## src/rtl/mvu_out_stage_pkg.sv

```systemverilog
// Shared sizing and types for the LUT MVU output stage.
// The compute core and the result FIFO both use the accumulator vector layout defined here.
package mvu_pkg;
  localparam int PE         = 4;
  localparam int ACCU_WIDTH = 32;
  localparam int DEPTH      = 4;
  localparam int CORE_LAT   = 2;

  localparam int VEC_W = PE * ACCU_WIDTH;
  localparam int CNT_W = $clog2(DEPTH + 1);
  localparam int PTR_W = $clog2(DEPTH);
  localparam int INF_W = $clog2(CORE_LAT + 2);

  // PE 0 sits in the least significant ACCU_WIDTH bits.
  typedef logic signed [PE-1:0][ACCU_WIDTH-1:0] accu_vec_t;
endpackage

```

## src/rtl/mvu_out_stage_result_fifo.sv

```systemverilog
// Circular buffer holding completed accumulator vectors until the downstream consumer takes them.
// The read word comes straight from storage registers and reads as zero while the buffer is empty.
module mvu_result_fifo
  import mvu_pkg::*;
(
  input  logic             clk,
  input  logic             rst,
  input  logic             push,
  input  accu_vec_t        push_data,
  input  logic             pop,
  output accu_vec_t        rd_data,
  output logic [CNT_W-1:0] count,
  output logic             full,
  output logic             empty
);
  accu_vec_t        mem [DEPTH];
  logic [PTR_W-1:0] wr_ptr;
  logic [PTR_W-1:0] rd_ptr;
  logic             push_ok;
  logic             pop_ok;

  assign empty   = (count == '0);
  assign full    = (count == CNT_W'(DEPTH));
  // A push into a full buffer is dropped, even when a pop happens in the same cycle.
  assign push_ok = push & ~full;
  assign pop_ok  = pop & ~empty;
  assign rd_data = empty ? '0 : mem[rd_ptr];

  always_ff @(posedge clk) begin
    if (rst) begin
      wr_ptr <= '0;
      rd_ptr <= '0;
      count  <= '0;
    end else begin
      if (push_ok) wr_ptr <= wr_ptr + 1'b1;
      if (pop_ok)  rd_ptr <= rd_ptr + 1'b1;
      case ({push_ok, pop_ok})
        2'b10:   count <= count + 1'b1;
        2'b01:   count <= count - 1'b1;
        default: count <= count;
      endcase
    end
  end

  always_ff @(posedge clk) begin
    if (push_ok) mem[wr_ptr] <= push_data;
  end
endmodule

```

## src/rtl/mvu_out_stage.sv

```systemverilog
// Flow control around the LUT MVU core: gates its enable from the input stream, drains
// in-flight accumulations when input stalls, and queues finished vectors for the output stream.
module mvu_out_stage
  import mvu_pkg::*;
(
  input  logic             clk,
  input  logic             rst,
  input  logic             s_valid,
  input  logic             s_last,
  output logic             s_ready,
  output logic             core_en,
  output logic             core_last,
  output logic             core_zero,
  input  logic             core_vld,
  input  logic [VEC_W-1:0] core_p,
  output logic             m_tvalid,
  input  logic             m_tready,
  output logic [VEC_W-1:0] m_tdata
);
  // Handshakes: a beat transfers on a cycle where valid & ready are both high; valid never
  // waits for ready, and a presented m_tdata/m_tvalid holds until it is taken.
  logic [CNT_W-1:0] fifo_count;
  logic             fifo_full;
  logic             fifo_empty;
  accu_vec_t        fifo_rd;
  logic             space;
  logic             drain;
  logic             push;
  logic             pop;
  logic             inf_inc;
  logic             inf_dec;
  logic [INF_W-1:0] inflight;

  // Room is judged from the registered count alone, so m_tready never reaches s_ready/core_en.
  assign space     = (fifo_count < CNT_W'(DEPTH));
  assign drain     = ~s_valid & (inflight != '0);
  assign s_ready   = space & ~rst;
  assign core_en   = space & (s_valid | drain) & ~rst;
  assign core_last = core_en & s_valid & s_last;
  assign core_zero = core_en & drain;

  assign inf_inc = core_en & core_last;
  assign inf_dec = core_en & core_vld;
  assign push    = core_en & core_vld;
  assign pop     = m_tvalid & m_tready;

  assign m_tvalid = ~fifo_empty;
  assign m_tdata  = fifo_rd;

  always_ff @(posedge clk) begin
    if (rst) begin
      inflight <= '0;
    end else begin
      case ({inf_inc, inf_dec})
        2'b10:   inflight <= inflight + 1'b1;
        2'b01:   inflight <= inflight - 1'b1;
        default: inflight <= inflight;
      endcase
    end
  end

  mvu_result_fifo u_fifo (
    .clk       (clk),
    .rst       (rst),
    .push      (push),
    .push_data (core_p),
    .pop       (pop),
    .rd_data   (fifo_rd),
    .count     (fifo_count),
    .full      (fifo_full),
    .empty     (fifo_empty)
  );

  always_ff @(posedge clk) begin
    if (!rst) begin
      assert (!(core_en && core_vld && inflight == '0))
        else $error("mvu_out_stage: core result with no accumulation in flight");
      assert (!(push && fifo_full))
        else $error("mvu_out_stage: push into full result fifo");
    end
  end
endmodule

```

## config.mk

```make
export PLATFORM = sky130hd
export DESIGN_NAME = mvu_out_stage
export DESIGN_NICKNAME = d
export VERILOG_FILES = /design/src/rtl/mvu_out_stage_pkg.sv /design/src/rtl/mvu_out_stage_result_fifo.sv /design/src/rtl/mvu_out_stage.sv
export SDC_FILE = /design/constraint.sdc
export NUM_CORES = 1
export LEC_CHECK = 0
export ABC_AREA = 1
export CAP_MARGIN = 40
export CORE_ASPECT_RATIO = 1.2
export CORE_MARGIN = 4
export CORE_UTILIZATION = 25
export DETAILED_ROUTE_END_ITERATION = 10
export HOLD_SLACK_MARGIN = 0.02
export SLEW_MARGIN = 20
export SYNTH_ARGS = -nofsm -noshare
export SYNTH_HDL_FRONTEND = slang
export SYNTH_SLANG_ARGS = --single-unit
```

## constraint.sdc

```tcl
create_clock -name clk -period 15.5 [get_ports clk]
set_clock_uncertainty 0.2 [all_clocks]
set_input_delay 3.875 -clock clk [delete_from_list [all_inputs] [get_ports clk]]
set_output_delay 3.875 -clock clk [all_outputs]
set_load 0.05 [all_outputs]
```

==> results of run 1 <==
-- synthesized netlist by cell type (all sizes together) (6+ instances only) --
cell type    n  area [sq um]
o21ai      258          1290
a21oi      132           661
nor2       529          1990
inv         25          93.8
clkbuf      32           150
dfxtp       11           220
edfxtp     512         15400
nand2       17          63.8
ha           6          75.1
buf         67           497
nand3        6          35.0
-- routing by layer --
layer / GRT usage / vias to the layer above / part of all wire
met5: 0 / - / 0.00097
met4: 0.0318 / 8 / 0.021
met3: 0.0354 / 83 / 0.072
met2: 0.206 / 398 / 0.49
met1: 0.144 / 6430 / 0.42
li1: - / 6179 / -
-- logic make-up after synthesis --
group / after synthesis
AOI/OAI and AO/OA: 391
xor gates and xnor gates: 1
adders and majority gates: 7
buffers and inverters: 124
DFF: 523
and+or+nand+nor: 556
-- final cells by class --
type	count	area [sq um]	area share
timing repair buffer	294	2970	0.114
clock buffer	65	1460	0.0561
multi-input combinational	955	4210	0.162
clock inverter	37	302	0.0116
tap	1044	1310	0.0503
inverter	25	101	0.00391
sequential	523	15600	0.601
antenna	2	5.00	0.000193
-- per-stage QoR --
step	setup WS, ns	utilization	std cells	total power, uW	cell area, sq um
after floorplan	4.67	-	1602	2970	20500
after global placement	5.71	0.297	2836	3580	24100
after detailed placement	5.73	0.298	2840	3610	24200
after CTS	5.71	0.320	2942	4910	25900
after global routing	5.60	0.320	2944	5070	25900
final	5.70	0.320	2945	4840	25900
-- registers in the layout, indices dropped and copies added (netlist names), named ones only --
name / flops
inflight: 2
u_fifo.count: 3
u_fifo.mem: 512
u_fifo.rd_ptr: 2
u_fifo.wr_ptr: 2
-- worst max path at each step --
stage                     start          endpoint  slack [ns]  depth (start not counted)
after floorplan             rst  u_fifo.mem[0][0]        4.67                          3
after global placement      rst         core_zero        5.71                          5
after detailed placement    rst         core_zero        5.73                          5
after CTS                   rst         core_zero        5.71                          5
after global routing        rst         core_zero        5.60                          5
final                       rst         core_zero        5.70                          5
-- worst min-delay path, stage by stage, from the launching register on --
cell	delay [ns]
dfxtp_1	0.32
nand2_1	0.06
a21oi_1	0.07
-- power groups by stage --
stage	combinational [uW]	sequential (uW)	clock (uW)
3_3_place_gp	1900	1680	0
3_5_place_dp	1930	1680	0
6_report	1920	1650	1280
4_1_cts	1940	1650	1320
2_1_floorplan	1310	1660	0
5_1_grt	2050	1650	1370
==> results.md, run 1 <==
- Maximum clock path buffer count: 3
- Slew margin rel.: 0.465
- Worst Hold Launch: u_fifo.rd_ptr[1]
- Worst r2r dst: u_fifo.mem[3][37]
- Leak pwr: 0.00849 uW
- Via count: 13,098
- Adder-cell share of the synthesized area: 0.00464
- Total GRT Usage: 0.119
- PortBufs: 266
- WL/cell: 18.2 um
- Synth Warn #: 0
- Worst Path Required: 11.43 ns
- Starting Density: 0.253
- Switching share of power: 0.403
- Critical Path Fanout Max: 6
- Commonest non-fill, non-tap cell in the layout: nor2_1
- Number of routed nets with antenna violations: 0
- Int Power: 2890 uW
- Max_cap viols: 0
- Worst-Margin Slew: 0.802 ns
- Cells after Synth: 1,602
- Hold Crit Class: flop to flop
- Synthesized Nets: 1,743
- Sequential share of power: 0.340
- NetSw: 1950 uW
- Async SR Flop Fraction: 0
- Hold depth: 2
- Final Critical Period: 9.80 ns
- Nets: 1,995
- Slowest Stage Delay on Critical Path: 0.83 ns
- Placer Congestion: 0.737
- Number of CTS-inserted buffers: 55
- Clk slew on worst S/H paths: 0.06 ns
- DR pass1 iterations: 6
- Hold Slack: 0.300 ns
- Initial DRC count: 805
- Largest family of logic cells by synthesized area: simple AND/OR/NAND/NOR gates
- Compound-Gate Fraction of Synth Area: 0.0955
- DIE WIDTH: 269 um
- Outcome: completed
- CP max-delay cell: clkdlybuf4s50_1
- Area Overhead vs Synth: 26.5%
- Pins Over Slew Limit: 0
- Final setup viols: 0
- Detailed placement HPWL: 30,400 um
- Final Hold Vio Count: 0
- Power per cell area: 187 nW/um^2
- Die area: 86,700 sq um
- Worst Setup Start Kind: input port
- Number of cells on the worst reg-to-reg path: 5
- CTS tree: done
- Number of global-route vias before repair: 13,254
- Crit-path cells: clkdlybuf4s50_1 -> nor2_2 -> nand2_1 -> nor3_1 -> clkdlybuf4s50_1
- Congestion Overflow GR: 0
- DR DRC count: 0
- CTS resizes: 0
- Post-synthesis sequential element count: 523
- Sequential area share after synthesis: 0.760
- Crit path kind: input port to output pin
- Cell mode on critical path: clkdlybuf4s50_1
- Num rows: 114
- Post-CTS setup buffers: 0
- Maximum vdd drop: 0.126 mV
- # fillers: 7,893
- Fmax: 102 MHz
- CTS sink cnt: 523
- Cell variety after synth: 24
- Reg-to-Reg Start: u_fifo.count[2]
- Die Ht: 322 um
- Post-synthesis mux area share: 0
- EDFF count, synth: 512
- Post-synthesis xor/xnor area fraction: 0.000427
- Initial antenna violation count: 7
- IO Pins: 267
- WP buf/inv: 2
- Reg-to-reg slack, setup: 12.48 ns
- CORE AREA: 81,000 sq um
- Most frequent cells in the layout: nor2_1, edfxtp_1, clkdlybuf4s50_1
- Root buffer cell: clkbuf_16
- Clock network fraction of design power: 0.264
- Post-Syn Area: 20,500 sq um
- H-tree lvl count: 2
- RSZ-0062 raised after global routing: false
- Crit path arrival time: 5.72 ns
- Largest net degree at the start of global routing: 99
- Syn avg cell area: 12.8 sq um
- Routed WL: 53,700 um
- Simple-Gate Fraction of Synth Area: 0.103
- Period utilization: 0.632
- Hold_buf cts: 0
- Share of layout cells above drive strength 1: 0.0627
- Delay-heaviest family, CP: buffers and inverters
- First-pass GRT wire length: 79,500 um
- CP endpoint kind: output pin
- Primary FF master, synth: edfxtp_1
- Vias/cell: 4.45
- Clk Latency, worst-skew pair: 0.59 ns
- Comb power frac: 0.396
- Fin Setup TNS: 0 ns
Note: power is estimated with default switching activity, not from simulation.
==> inputs of run 2 (changes only) <==
==> constraint.sdc (replaced) <==
create_clock -name clk -period 9.25 [get_ports clk]
set_clock_uncertainty 0.2 [all_clocks]
set_input_delay 2.3125 -clock clk [delete_from_list [all_inputs] [get_ports clk]]
set_output_delay 2.3125 -clock clk [all_outputs]
set_load 0.05 [all_outputs]
==> results.md, run 2 (synthesized netlist as in run 1, its figures left out) <==
- Detailed placement HPWL: 29,800 um
- Share of layout cells above drive strength 1: 0.0616
- RSZ-0062 raised after global routing: false
- Outcome: completed
- Final Hold Vio Count: 0
- Fmax: 151 MHz
- Via count: 13,121
- Reg with most FFs: u_fifo.mem
- Number of routed nets with antenna violations: 0
- DR pass1 iterations: 5
- WL met3: 3790 um
- NetSw: 3270 uW
- Critical Path Fanout Max: 6
- CTS sink cnt: 523
- Dpl ws: 2.63 ns
- First-pass GRT wire length: 79,900 um
- Largest register FFs: 512
- Final Critical Period: 6.63 ns
- Initial DRC count: 1,047
- Final worst setup slack: 2.62 ns
- Worst Setup Start Kind: input port
- Maximum vdd drop: 0.322 mV
- DR DRC count: 0
- Hold depth: 2
- Crit path arrival time: 4.12 ns
- Root buffer cell: clkbuf_16
- Starting Density: 0.253
- Switching share of power: 0.403
- Pins Over Slew Limit: 0
- Initial antenna violation count: 7
- Sequential share of power: 0.339
- PortBufs: 266
- Final setup viols: 0
- Number of global-route vias before repair: 13,358
- Max_cap viols: 0
- Maximum clock path buffer count: 3
- Largest net degree at the start of global routing: 129
- Hold_buf cts: 0
- Nets: 1,995
- Post-CTS setup buffers: 0
- Worst-Margin Slew: 0.950 ns
- Period utilization: 0.717
- Vias/cell: 4.46
- Placer Congestion: 0.703
- Most frequent cells in the layout: nor2_1, edfxtp_1, clkdlybuf4s50_1
- Seq. cell area: 15,600 sq um
- Number of CTS-inserted buffers: 57
- Total GRT Usage: 0.119
- Commonest non-fill, non-tap cell in the layout: nor2_1
- Crit path kind: input port to output pin
- Congestion Overflow GR: 0
- Fin Setup TNS: 0 ns
- WL/cell: 18.1 um
- Number of cells on the worst reg-to-reg path: 5
- Top Registers: u_fifo.mem (512), u_fifo.count (3)
- Die Ht: 322 um
- CORE AREA: 81,000 sq um
- Slew margin rel.: 0.367
- Top sig layer: met5
- CTS resizes: 0
- Die area: 86,700 sq um
- Power per cell area: 313 nW/um^2
- Met1 WL: 22,500 um
- Clock network fraction of design power: 0.266
- Area of the multi-input gates: 4210 sq um
- Area Overhead vs Synth: 26.6%
- Clk Latency, worst-skew pair: 0.60 ns
- CP endpoint kind: output pin
- DIE WIDTH: 269 um
- Leak pwr: 0.00849 uW
- Routed WL: 53,300 um
- Clk slew on worst S/H paths: 0.06 ns
- Metal2 WL: 25,800 um
- Hold Crit Class: flop to flop
- Int Power: 4860 uW
- Num rows: 114
- IO Pins: 267
- # fillers: 7,960
- H-tree lvl count: 2
- Comb power frac: 0.394
- CTS tree: done
- Hold Slack: 0.302 ns
- Worst Path Required: 6.74 ns
[run 2: metal layers]
layer	vias to the layer above	GRT usage
met4	8	0.0298
li1	6186	-
met3	83	0.0352
met1	6468	0.150
met2	376	0.201
met5	-	0
[run 2: final timing paths]
kind | startpoint | end | slack (ns)
max | rst | core_zero | 2.62
min | u_fifo.rd_ptr[1] | flop | 0.30
max reg2reg | u_fifo.count[2] | u_fifo.mem[3][51] | 6.18
min reg2reg | u_fifo.rd_ptr[1] | flop | 0.30
[run 2: power by group through the flow]
stage               clock (uW)  sequential (uW)  combinational, uW
floorplan                    0             2780               2190
global placement             0             2810               3180
detailed placement           0             2810               3230
CTS                       2250             2760               3250
global route              2350             2770               3420
finish                    2170             2760               3210
[run 2: cell type report]
class                      instances  share of cell area
antenna                            3            0.000289
inverter                          25             0.00390
tap                             1044              0.0503
clock inverter                    35              0.0107
timing repair buffer             292               0.113
sequential                       523               0.601
clock buffer                      68              0.0582
multi-input combinational        955               0.162
[run 2: metrics by stage]
| stage | cell area [sq um] | std cells | util | power, uW |
|---|---|---|---|---|
| global placement | 24100 | 2835 | 0.297 | 5990 |
| floorplan | 20500 | 1602 | - | 4970 |
| detailed placement | 24100 | 2838 | 0.298 | 6050 |
| global route | 25900 | 2942 | 0.320 | 8540 |
| finish | 26000 | 2945 | 0.320 | 8130 |
| CTS | 25900 | 2941 | 0.320 | 8260 |
[run 2: worst max-delay path, stage by stage]
cell	delay, ns
clkdlybuf4s50_1	0.48
nor2_2	0.25
nand2_1	0.11
nor3_1	0.14
clkdlybuf4s50_1	0.83
==> inputs of run 3 (changes only) <==
==> constraint.sdc (replaced) <==
create_clock -name clk -period 5.6 [get_ports clk]
set_clock_uncertainty 0.2 [all_clocks]
set_input_delay 1.4 -clock clk [delete_from_list [all_inputs] [get_ports clk]]
set_output_delay 1.4 -clock clk [all_outputs]
set_load 0.05 [all_outputs]
==> results.md, run 3 (synthesized netlist as in run 1, its figures left out) <==
- Number of cells on the worst reg-to-reg path: 4
- Final Hold Vio Count: 0
- Number of routed nets with antenna violations: 0
- Outcome: completed
- Hold_buf cts: 0
- Power per cell area: 513 nW/um^2
- Die area: 86,700 sq um
- Clk Latency, worst-skew pair: 0.59 ns
- Initial DRC count: 843
- Final Critical Period: 4.83 ns
- Power, Total: 13,300 uW
- Period utilization: 0.863
- Largest net degree at the start of global routing: 189
- Worst Setup Start Kind: input port
- DIE WIDTH: 269 um
- Die Ht: 322 um
- Top Registers: u_fifo.mem (512), u_fifo.count (3)
- Core Util, Final: 0.321
- CP endpoint kind: output pin
- IO Pins: 267
- CTS resizes: 0
- Delay-heaviest family, CP: buffers and inverters
- Final setup viols: 0
- CTS sink cnt: 523
- Detailed placement HPWL: 29,100 um
- Worst path depth: 5
- Congestion Overflow GR: 0
- Reg with most FFs: u_fifo.mem
- Maximum vdd drop: 0.450 mV
- Slew margin rel.: 0.423
- Worst-Margin Slew: 0.865 ns
- Max_cap viols: 0
- Initial antenna violation count: 6
- Crit-path cells: clkdlybuf4s50_1 -> nor2_2 -> nand2_1 -> nor3_1 -> clkdlybuf4s50_1
- Hold Crit Class: flop to flop
- Number of CTS-inserted buffers: 54
- Critical Path Fanout Max: 6
- Number of global-route vias before repair: 13,432
- Slowest Stage Delay on Critical Path: 0.83 ns
- Maximum clock path buffer count: 3
- CTS tree: done
- Commonest non-fill, non-tap cell in the layout: nor2_1
- First-pass GRT wire length: 78,700 um
- Num rows: 114
- Cell mode on critical path: clkdlybuf4s50_1
- Nets: 1,989
- Crit path arrival time: 3.23 ns
- Via count: 13,219
- Starting Density: 0.253
- Vias/cell: 4.50
- CP max-delay cell: clkdlybuf4s50_1
- Root buffer cell: clkbuf_16
- Fmax: 207 MHz
- Most frequent cells in the layout: nor2_1, edfxtp_1, clkdlybuf4s50_1
- Routed WL: 53,300 um
- Pins Over Slew Limit: 0
- Total GRT Usage: 0.117
- Hold depth: 1
- CORE AREA: 81,000 sq um
- Leak pwr: 0.00848 uW
- Worst Path Required: 4.00 ns
- Placer Congestion: 0.749
- Crit path kind: input port to output pin
- Clk slew on worst S/H paths: 0.06 ns
- DR pass1 iterations: 5
- Post-CTS setup buffers: 0
- H-tree lvl count: 2
- PortBufs: 266
- Fin Setup TNS: 0 ns
- Share of layout cells above drive strength 1: 0.0597
- WL/cell: 18.1 um
- DR DRC count: 0
- WP buf/inv: 2
- Area Overhead vs Synth: 26.6%
- RSZ-0062 raised after global routing: false
- Largest register FFs: 512
## run 3: power by group
group,switching (uW),internal (uW)
Sequential,65.0,4450
Combinational,3850,1510
Clock,1450,1990
Total,5360,7960
## run 3: area by class of cell
class	count	area, sq um
Tap cell	1044	1310
Multi-Input combinational cell	955	4210
Fill cell	7915	55000
Clock buffer	65	1460
Clock inverter	35	259
Timing Repair Buffer	289	3030
Inverter	25	104
Sequential cell	523	15600
Antenna cell	4	10.0
## run 3: path summary, 6_finish.rpt
check,from,endpoint,slack (ns)
max,rst,core_zero,0.77
min,u_fifo.count[0],u_fifo.count[0],0.30
max reg2reg,u_fifo.count[2],u_fifo.mem[3][56],3.03
min reg2reg,u_fifo.count[0],u_fifo.count[0],0.30
## run 3: metal layers
layer,global-route usage,up-vias,share of wire
met5,0,-,0.00051
met4,0.0378,4,0.025
met3,0.0309,86,0.065
met2,0.207,374,0.50
met1,0.140,6581,0.41
li1,-,6174,-
## run 3: stage by stage
step / area [sq um] / worst slack (ns) / hold WS, ns / instances
2_1_floorplan: 20500 / -0.629 / 0.244 / 1602
3_3_place_gp: 24200 / 0.793 / 0.272 / 2834
3_5_place_dp: 24200 / 0.758 / 0.285 / 2836
4_1_cts: 26000 / 0.760 / 0.300 / 2936
5_1_grt: 26000 / 0.617 / 0.339 / 2939
6_report: 26000 / 0.768 / 0.297 / 2940
